**src/rtl/gpio_bank_if.sv**
```systemverilog
// Bus side of gpio_bank: a valid request that completes with a one-cycle ready pulse.
interface gpio_bank_if;
    logic        valid;
    logic        ready;
    logic [3:0]  wstrb;
    logic [31:0] addr;
    logic [31:0] wdata;
    logic [31:0] rdata;

    modport master (output valid, wstrb, addr, wdata, input ready, rdata);
    modport slave  (input valid, wstrb, addr, wdata, output ready, rdata);
endinterface

```
**src/rtl/gpio_bank.sv**
```systemverilog
// GPIO bank: direction/output registers, synchronised inputs, optional edge interrupts.
// Edge interrupts (RISE_EN/FALL_EN/STATUS, irq) are built only when GPIO_BANK_IRQ_EN is defined.
module gpio_bank #(
    parameter int WIDTH       = 8,
    parameter int SYNC_STAGES = 2
) (
    input  logic             clk,
    input  logic             resetn,
    gpio_bank_if.slave       bus,
    output logic [WIDTH-1:0] io_iosel,
    output logic [WIDTH-1:0] io_out,
    input  logic [WIDTH-1:0] io_in,
    output logic             irq
);
    typedef enum logic [2:0] {
        REG_DIR     = 3'd0,
        REG_OUT     = 3'd1,
        REG_IN      = 3'd2,
        REG_OUT_SET = 3'd3,
        REG_OUT_CLR = 3'd4,
        REG_RISE_EN = 3'd5,
        REG_FALL_EN = 3'd6,
        REG_STATUS  = 3'd7
    } reg_sel_e;

    logic [WIDTH-1:0] dir_q;
    logic [WIDTH-1:0] out_q;
    logic [WIDTH-1:0] sync_q [SYNC_STAGES];
    logic [WIDTH-1:0] in_sync;
    logic [WIDTH-1:0] wmask;
    logic [WIDTH-1:0] wbits;
    logic [WIDTH-1:0] rd_bits;
    logic [31:0]      rd_word;
    logic             accept;
    logic             wr_en;
    reg_sel_e         sel;
    logic             unused_bits;

    // An access is taken only while ready is low, so back-to-back requests take two cycles.
    assign accept  = bus.valid && !bus.ready;
    assign wr_en   = accept && (bus.wstrb != 4'b0000);
    assign sel     = reg_sel_e'(bus.addr[4:2]);
    assign in_sync = sync_q[SYNC_STAGES-1];

    always_comb begin
        wmask = '0;
        for (int unsigned i = 0; i < WIDTH; i++) begin
            wmask[i] = bus.wstrb[i >> 3];
        end
    end

    assign wbits = bus.wdata[WIDTH-1:0] & wmask;

`ifdef GPIO_BANK_IRQ_EN
    logic [WIDTH-1:0] rise_en_q;
    logic [WIDTH-1:0] fall_en_q;
    logic [WIDTH-1:0] status_q;
    logic [WIDTH-1:0] hist_q;
    logic [WIDTH-1:0] edge_set;
    logic [WIDTH-1:0] status_clr;

    assign edge_set   = (in_sync & ~hist_q & rise_en_q) | (~in_sync & hist_q & fall_en_q);
    assign status_clr = (wr_en && sel == REG_STATUS) ? wbits : '0;

    always_ff @(posedge clk or negedge resetn) begin
        if (!resetn) begin
            rise_en_q <= '0;
            fall_en_q <= '0;
            status_q  <= '0;
            hist_q    <= '0;
        end else begin
            hist_q   <= in_sync;
            // Clear first, then OR in new edges so a coincident edge is never lost.
            status_q <= (status_q & ~status_clr) | edge_set;
            if (wr_en && sel == REG_RISE_EN) rise_en_q <= (rise_en_q & ~wmask) | wbits;
            if (wr_en && sel == REG_FALL_EN) fall_en_q <= (fall_en_q & ~wmask) | wbits;
        end
    end

    assign irq = |status_q;
`else
    assign irq = 1'b0;
`endif

    always_comb begin
        rd_bits = '0;
        case (sel)
            REG_DIR:     rd_bits = dir_q;
            REG_OUT:     rd_bits = out_q;
            REG_IN:      rd_bits = in_sync;
`ifdef GPIO_BANK_IRQ_EN
            REG_RISE_EN: rd_bits = rise_en_q;
            REG_FALL_EN: rd_bits = fall_en_q;
            REG_STATUS:  rd_bits = status_q;
`endif
            default:     rd_bits = '0;
        endcase
        rd_word = '0;
        rd_word[WIDTH-1:0] = rd_bits;
    end

    always_ff @(posedge clk or negedge resetn) begin
        if (!resetn) begin
            bus.ready <= 1'b0;
            bus.rdata <= '0;
            dir_q     <= '0;
            out_q     <= '0;
        end else begin
            bus.ready <= accept;
            if (accept) bus.rdata <= rd_word;
            if (wr_en) begin
                case (sel)
                    REG_DIR:     dir_q <= (dir_q & ~wmask) | wbits;
                    REG_OUT:     out_q <= (out_q & ~wmask) | wbits;
                    REG_OUT_SET: out_q <= out_q | wbits;
                    REG_OUT_CLR: out_q <= out_q & ~wbits;
                    default:     ;
                endcase
            end
        end
    end

    always_ff @(posedge clk or negedge resetn) begin
        if (!resetn) begin
            for (int unsigned i = 0; i < SYNC_STAGES; i++) sync_q[i] <= '0;
        end else begin
            sync_q[0] <= io_in;
            for (int unsigned i = 1; i < SYNC_STAGES; i++) sync_q[i] <= sync_q[i-1];
        end
    end

    assign io_iosel = dir_q;
    assign io_out   = out_q;

    assign unused_bits = ^{bus.addr[31:5], bus.addr[1:0], bus.wdata, bus.wstrb};
endmodule

```
**src/flat_wrapper.sv**
```systemverilog
// flat-port wrapper written by rule: the top's interface ports become plain ports
module gpio_bank_flat 
#(
    parameter int WIDTH       = 8,
    parameter int SYNC_STAGES = 2
)
  (clk, resetn, io_iosel, io_out, io_in, irq, bus_valid, bus_wstrb, bus_addr, bus_wdata, bus_ready, bus_rdata);
  gpio_bank_if bus_i ();
  input  logic clk;
  input  logic resetn;
  output logic [WIDTH-1:0] io_iosel;
  output logic [WIDTH-1:0] io_out;
  input  logic [WIDTH-1:0] io_in;
  output logic irq;
  input wire logic [$bits(bus_i.valid)-1:0] bus_valid;
  input wire logic [$bits(bus_i.wstrb)-1:0] bus_wstrb;
  input wire logic [$bits(bus_i.addr)-1:0] bus_addr;
  input wire logic [$bits(bus_i.wdata)-1:0] bus_wdata;
  output wire logic [$bits(bus_i.ready)-1:0] bus_ready;
  output wire logic [$bits(bus_i.rdata)-1:0] bus_rdata;
  assign bus_i.valid = bus_valid;
  assign bus_i.wstrb = bus_wstrb;
  assign bus_i.addr = bus_addr;
  assign bus_i.wdata = bus_wdata;
  assign bus_ready = bus_i.ready;
  assign bus_rdata = bus_i.rdata;
  gpio_bank #(.WIDTH(WIDTH), .SYNC_STAGES(SYNC_STAGES)) u_core (.clk(clk), .resetn(resetn), .bus(bus_i), .io_iosel(io_iosel), .io_out(io_out), .io_in(io_in), .irq(irq));
endmodule
```
**config.mk**
```make
export PLATFORM = sky130hd
export DESIGN_NAME = gpio_bank_flat
export DESIGN_NICKNAME = d
export VERILOG_FILES = /design/src/rtl/gpio_bank_if.sv /design/src/rtl/gpio_bank.sv /design/src/flat_wrapper.sv
export SDC_FILE = /design/constraint.sdc
export NUM_CORES = 1
export LEC_CHECK = 0
export CORE_MARGIN = 1
export CORE_UTILIZATION = 35
export DETAILED_ROUTE_END_ITERATION = 8
export PLACE_DENSITY = 0.8
export SLEW_MARGIN = 30
export SYNTH_ARGS = -nofsm -noshare
export SYNTH_HDL_FRONTEND = slang
export SYNTH_SLANG_ARGS = --single-unit
```
**constraint.sdc**
```tcl
create_clock -name clk -period 1.9 [get_ports clk]
set_input_delay 0.285 -clock clk [delete_from_list [all_inputs] [get_ports clk]]
set_output_delay 0.285 -clock clk [all_outputs]
set_load 0.02 [all_outputs]
```
After elaboration in Yosys (flattened, before gate mapping)
Index checks and enable logic that the tools add are counted.
- muxes and demuxes: 2
- reductions and logical operators: 8
- bitwise gates (word level): 9
- equality and inequality tests: 4
- operator list (cell ; number):
    $pmux 8 s3 ; 2
    $and 8x8->8 ; 4
    $or 8x8->8 ; 3
    $not 8->8 ; 2
    $eq 3x2->1 const B ; 2
    $reduce_and 2->1 ; 2
    $reduce_bool 4->1 ; 1
    $eq 3x1->1 const B ; 1
    $eq 3x3->1 const B ; 1
    $logic_not 3->1 ; 1
    $reduce_bool 3->1 ; 1
    $logic_and 1x1->1 ; 2
    $logic_not 1->1 ; 1
- output and inout port bits: 50
- flip-flop bits (word level): 41

Longest topological paths before layout
Gate-level depths: netlist (run 1).
- word-level depth: 4
- gate-level depth with buffers: 4

Worst setup path before layout (run 1)
Ideal clock, no wire load.
- path kind: flip-flop to flip-flop
- start: reg u_core.bus.ready
- end: reg with a tool-made name
- clock period less this slack: 1.639 ns
- path buffers: 1
- setup time: 0.125 ns
- setup slack: 0.261 ns
- cell stages (with the launch flop): 5
- data arrival time: 1.514 ns
- cell sequence: dfrtp_1 > nand2b_4 > or4_4 > buf_6 > mux2_4
- RTL lines (item ; line ; text):
    start: declaration ; gpio_bank_if.sv:11 ; modport slave (input valid, wstrb, addr, wdata, output ready, rdata);
    start signal: assignment ; gpio_bank.sv:109 ; bus.ready <= accept;

Final worst setup path (run 1)
- start: in bus_addr[2]
- end: reg u_core.out_q[6] (netlist: u_core.io_out[6])
- longest elaborated chain between the ends: 3
- elaborated cells between the ends (all ways): 6
- classes of those cells: eq/ne: 3; mux: 1; reduce/logical: 2
- RTL lines (item ; line ; text):
    start: declaration ; flat_wrapper.sv:17 ; input wire logic [$bits(bus_i.addr)-1:0] bus_addr;
    $eq 3x2->1 (tied with other cells) ; gpio_bank.sv:112 ; case (sel)
    $reduce_bool 3->1 (no line) ; -- ;
    $reduce_and 2->1 (no line) ; -- ;
    end signal: assignment ; gpio_bank.sv:114 ; REG_OUT: out_q <= (out_q & ~wmask) | wbits;
    end signal: assignment ; gpio_bank.sv:115 ; REG_OUT_SET: out_q <= out_q | wbits;
    end signal: assignment ; gpio_bank.sv:116 ; REG_OUT_CLR: out_q <= out_q & ~wbits;
    end: declaration ; gpio_bank.sv:27 ; logic [WIDTH-1:0] out_q;
Parallel ways exist; a longest one is shown, timed or not.
A chain may end at the register's enable or synchronous reset.

==> metrics.cfg, run 1 <==
[setup_path]
cp-end-kind = flip-flop
rr_startpoint = u_core.bus.ready
worst-r2r-setup-slack_ps = 300
cp.arrival_ps = 1840
startpoint_type = primary input
rr_worst_depth = 3
crit_required_ps = 2040
criticalPathCategory = in -> reg
cp_max_fo = 8

[cells_and_area]
layout-drive-gt1-share = 0.132
area_growth_pct = 32.4
utilization = 0.482
final_nets = 283
layout_commonest_cell = clkdlybuf4s50_1
n_antenna_cell = 0
final_cell_mix = 46 x clkdlybuf4s50_1, 41 x dfrtp_1, 25 x conb_1

[synthesis]
seq_area_frac_synth = 0.548
synth.largest_area_cell = dfrtp_1
avgSynthCellArea_um2 = 12.6
synth_top_area_frac = 0.548
synth_warnings = 0
syn_inst = 149
ys_types = 23
synth.area.top_cells = dfrtp_1 55%, buf_4 10%, mux2_4 6.4%
synth-seq-cells = 41
synth_area_um2 = 1870

[floorplan]
die_h_um = 75.1
start_util = 0.364
core_um2 = 5140
num_rows = 26
die_x_um = 75.1
io-pin-count = 129
die-area_um2 = 5640

[placement]
dp_hpwl_um = 2770
dp_worst_setup_slack_ps = -102
portBuffers = 47
gp_congestion = 0.780

[timing]
tns_ps = 0
hold_viol_final = 0
grt_setup_unrepaired = no
post-route-period-util = 0.897
setup_viol = 0
setup_slack_ps = 196
maxSlewHeadroom = 0.575
fmax_ghz = 0.587
fin_crit_ps = 1700
drv_slew = 0
fin_skew_ps = 4.05
tightest_slew_ps = 637
whs_ps = 350

[clock_network]
numCtsBuffers = 5
clk_pin_slew_ps = 70
cts_resized = 0
h-tree-depth = 2
clock_latency_ps = 290
post-cts-setup-buffers = 0
cts_sinks = 41
cts_buffer_depth = 2
clockRootBuffer = clkbuf_8
cts_tree = built
cts_hold_buf = 1

[min_path]
holdPathStages = 0
min_path_type = reg -> reg
min_from = u_core.sync_q[9]
holdPathEnd = u_core.in_sync[1]

[power_and_ir_drop]
peakVddDrop_v = 0.000545
combPwrFrac = 0.294
seqPwrFrac = 0.440
switching_share = 0.300
powerDensity_nw_per_um2 = 1010
p_int_mw = 1.76
p_leak_nw = 1.15
switchingPower_uw = 753
pwr-share-clk = 0.266

[global_route]
grt_max_degree = 42
antenna_found_initial = 0
grt_pass1_wl_um = 6140
overflow = 0
grt_pass1_vias = 1248
grt.total_usage = 0.154

[drt]
drtIter0Drc = 37
firstDrtPassIters = 4
vias_per_cell = 4.58
wl_um = 3820
drc = 0
vias = 1256
routedWlPerCell_um = 14.0
ant_nets = 0

[run_status]
status = finished, final reports clean

[flow_run]
cap_viol_max_count = 0

## power by group through the flow
stage,sequential (mW),clock [mW],combinational [mW]
floorplan,1.23,0,0.302
global placement,1.11,0,0.726
detailed placement,1.12,0,0.742
CTS,1.11,0.681,0.745
global route,1.12,0.740,0.794
finish,1.11,0.667,0.737
## worst max path at each step
| stage | from | end | slack [ps] |
|---|---|---|---|
| after floorplan | u_core.bus.ready | flip-flop | 260 |
| after global placement | bus_addr[2] | u_core.io_out[1] | -100 |
| after detailed placement | bus_addr[2] | u_core.io_out[3] | -100 |
| after CTS | bus_addr[2] | u_core.io_out[3] | 200 |
| after global routing | bus_addr[2] | u_core.io_out[5] | 20 |
| final | bus_addr[2] | u_core.io_out[6] | 200 |
## Yosys cell counts (all sizes together)
cell type  instances
nand3              8
conb               1
nand2b            10
nor2b              2
clkbuf             2
inv                9
or4                1
a211oi             1
buf               30
o221ai             8
mux2i              8
and3b              1
o21a               1
mux2               8
dfrtp             41
nor3b              1
o2bb2ai            8
a21oi              1
a22o               8
## cell type report
type	count	area, um^2
fill	479	2660
sequential	41	1030
multi-input combinational	91	679
timing repair buffer	56	548
tap	70	87.6
clock buffer	5	68.8
clock inverter	2	35.0
inverter	9	33.8
## worst max-delay path: stages
cell,delay (ps)
clkdlybuf4s50_1,460
buf_4,180
nor2b_1,150
a21oi_1,530
o221ai_1,230
## per-layer routing
layer | routed length, um | track usage | up-vias
met5 | 0 | 0 | -
met4 | 68 | 0.0597 | 0
met3 | 220 | 0.0576 | 7
met2 | 1880 | 0.239 | 52
met1 | 1650 | 0.197 | 615
li1 | - | - | 582
## per-stage QoR
step	cells	area [um^2]	power (mW)
after floorplan	173	1960	1.53
after detailed placement	266	2360	1.86
after global placement	266	2360	1.84
after CTS	274	2480	2.53
final	274	2480	2.51
after global routing	274	2480	2.66
## cell families after synthesis
| logic type | count (synthesis) | share of synthesized area |
|---|---|---|
| buffers and inverters | 41 | 0.137 |
| multiplexers | 16 | 0.107 |
| flip-flops | 41 | 0.548 |
| AO/OA/AOI/OAI | 27 | 0.126 |
| other | 1 | 0.00200 |
| AND/OR/NAND/NOR | 23 | 0.0802 |
Note: power is estimated with default switching activity, not from simulation.
==> run 2, diff against run 1 <==
--- a/config.mk
+++ b/config.mk
@@ -5,10 +5,11 @@
 export SDC_FILE = /design/constraint.sdc
 export NUM_CORES = 1
 export LEC_CHECK = 0
-export CORE_MARGIN = 1
+export CORE_MARGIN = 8
 export CORE_UTILIZATION = 35
 export DETAILED_ROUTE_END_ITERATION = 8
 export PLACE_DENSITY = 0.8
+export SKIP_LAST_GASP = 1
 export SLEW_MARGIN = 30
 export SYNTH_ARGS = -nofsm -noshare
 export SYNTH_HDL_FRONTEND = slang
==> metrics.cfg, run 2 (synthesized netlist as in run 1, its figures left out) <==
[clock_network]
clk_pin_slew_ps = 70  ; about the same
post-cts-setup-buffers = 0  ; unchanged
cts_buffer_depth = 2  ; unchanged
clock_latency_ps = 290  ; about the same
clockRootBuffer = clkbuf_8
numCtsBuffers = 5  ; unchanged
cts_resized = 0  ; unchanged
h-tree-depth = 2  ; unchanged
cts_hold_buf = 0  ; -1
cts_sinks = 41  ; unchanged
cts_tree = built

[setup_path]
rr_worst_depth = 3  ; unchanged
crit_required_ps = 2030  ; about the same
startpoint_type = primary input
cp_max_fo = 8  ; unchanged
cp.arrival_ps = 1890  ; +50 ps
cp-end-kind = flip-flop
worst-r2r-setup-slack_ps = 300  ; about the same
criticalPathCategory = in -> reg
rr_startpoint = u_core.bus.ready

[power_and_ir_drop]
seqPwrFrac = 0.429  ; -0.011
pwr-share-clk = 0.281  ; +0.015
peakVddDrop_v = 0.000410  ; -25%
powerDensity_nw_per_um2 = 1030  ; +1.9%
switching_share = 0.299  ; -0.00171
p_leak_nw = 1.15  ; +0.52%
p_int_mw = 1.80  ; +2.6%
switchingPower_uw = 766  ; +1.8%
combPwrFrac = 0.291  ; -0.003
total_power_mw = 2.57  ; +2.3%

[floorplan]
core_um2 = 5140  ; unchanged
die_h_um = 89.1  ; +19%
die_x_um = 89.1  ; +19%
num_rows = 26  ; unchanged
die-area_um2 = 7940  ; +41%
start_util = 0.364  ; unchanged
io-pin-count = 129  ; unchanged

[global_route]
grt_max_degree = 42  ; unchanged
grt_pass1_wl_um = 6920  ; +13%
grt.total_usage = 0.117  ; -0.0373
overflow = 0  ; unchanged
grt_pass1_vias = 1371  ; +9.9%
antenna_found_initial = 0  ; unchanged

[flow_run]
cap_viol_max_count = 0  ; unchanged

[timing]
tightest_slew_ps = 692  ; +55.0 ps
tns_ps = 0  ; unchanged
maxSlewHeadroom = 0.538  ; -0.0367
grt_setup_unrepaired = no
drv_slew = 0  ; unchanged
fin_skew_ps = 4.14  ; +0.0899 ps
fin_crit_ps = 1760  ; +51.7 ps
post-route-period-util = 0.924  ; +0.0272
fmax_ghz = 0.570  ; -2.9%
hold_viol_final = 0  ; unchanged
setup_viol = 0  ; unchanged

[placement]
dp_hpwl_um = 3310  ; +19%
gp_congestion = 0.772  ; -1.0%
portBuffers = 47  ; unchanged
post_dp_cell_area_um2 = 2360  ; -0.21%

[cells_and_area]
n_antenna_cell = 0  ; unchanged
layout-drive-gt1-share = 0.136  ; +0.00357
final_nets = 284  ; +0.35%
finalInstanceArea_um2 = 2490  ; +0.40%
final_cell_mix = 46 x clkdlybuf4s50_1, 41 x dfrtp_1, 25 x conb_1
area_growth_pct = 33.0
layout_commonest_cell = clkdlybuf4s50_1

[min_path]
min_from = u_core.sync_q[9]
holdPathStages = 0  ; unchanged
holdPathEnd = u_core.in_sync[1]
min_path_type = reg -> reg

[drt]
drtIter0Drc = 80  ; +120%
wl_um = 4370  ; +14%
firstDrtPassIters = 4  ; unchanged
ant_nets = 0  ; unchanged
drc = 0  ; unchanged
vias = 1251  ; -0.40%
routedWlPerCell_um = 15.8  ; +13%
vias_per_cell = 4.53  ; -1.1%

[run_status]
status = finished, final reports clean

[run 2: cell count changes in the layout (fill, tap and decap cells not counted)]
cell	change
buf_12	-1
buf_2	-1
buf_4	+3
clkbuf_1	+1
clkbuf_8	+1
clkinv_2	-1
[run 2: cell type report]
class | count | area (um^2)
Sequential cell | 41 | 1030
Fill cell | 501 | 2650
Tap cell | 70 | 87.6
Clock buffer | 7 | 86.3
Multi-Input combinational cell | 91 | 679
Inverter | 9 | 33.8
Timing Repair Buffer | 57 | 546
Clock inverter | 1 | 30.0
[run 2: how the worst max path moves through the flow]
stage                        to  cells past startpoint  slack, ps        startpoint
3_3_place_gp   u_core.io_out[0]                      5        -70       bus_addr[2]
3_5_place_dp   u_core.io_out[4]                      5       -190       bus_addr[2]
2_1_floorplan         flip-flop                      4        260  u_core.bus.ready
4_1_cts        u_core.io_out[4]                      5        120       bus_addr[2]
5_1_grt        u_core.io_out[4]                      5         60       bus_addr[2]
6_report       u_core.io_out[4]                      5        140       bus_addr[2]
[run 2: power groups by stage]
| stage | registers, mW | clock network [mW] | logic [mW] |
|---|---|---|---|
| after floorplan | 1.23 | 0 | 0.302 |
| after global placement | 1.11 | 0 | 0.739 |
| after detailed placement | 1.12 | 0 | 0.755 |
| after CTS | 1.10 | 0.733 | 0.756 |
| after global routing | 1.12 | 0.780 | 0.803 |
| final | 1.10 | 0.721 | 0.746 |
[run 2: critical path: stages]
cell and delay (ps):
clkdlybuf4s50_1 460, buf_4 170, nor2b_1 150, a21oi_1 570
o221ai_1 240
[run 2: metal layers]
layer  vias up  GRT usage  share of wire
met5         -          0              0
met1       610      0.139           0.44
met2        50      0.185           0.47
met3         4     0.0542          0.085
met4         0     0.0317         0.0048
li1        587          -              -
[run 2: stage by stage]
step | hold slack [ps] | instances | util | worst slack [ps]
global route | 358 | 276 | 0.484 | 55.5
finish | 347 | 276 | 0.484 | 144
detailed placement | 336 | 267 | 0.459 | -187
global placement | 333 | 267 | 0.459 | -67.5
CTS | 146 | 275 | 0.482 | 117
floorplan | -10.6 | 173 | - | 261
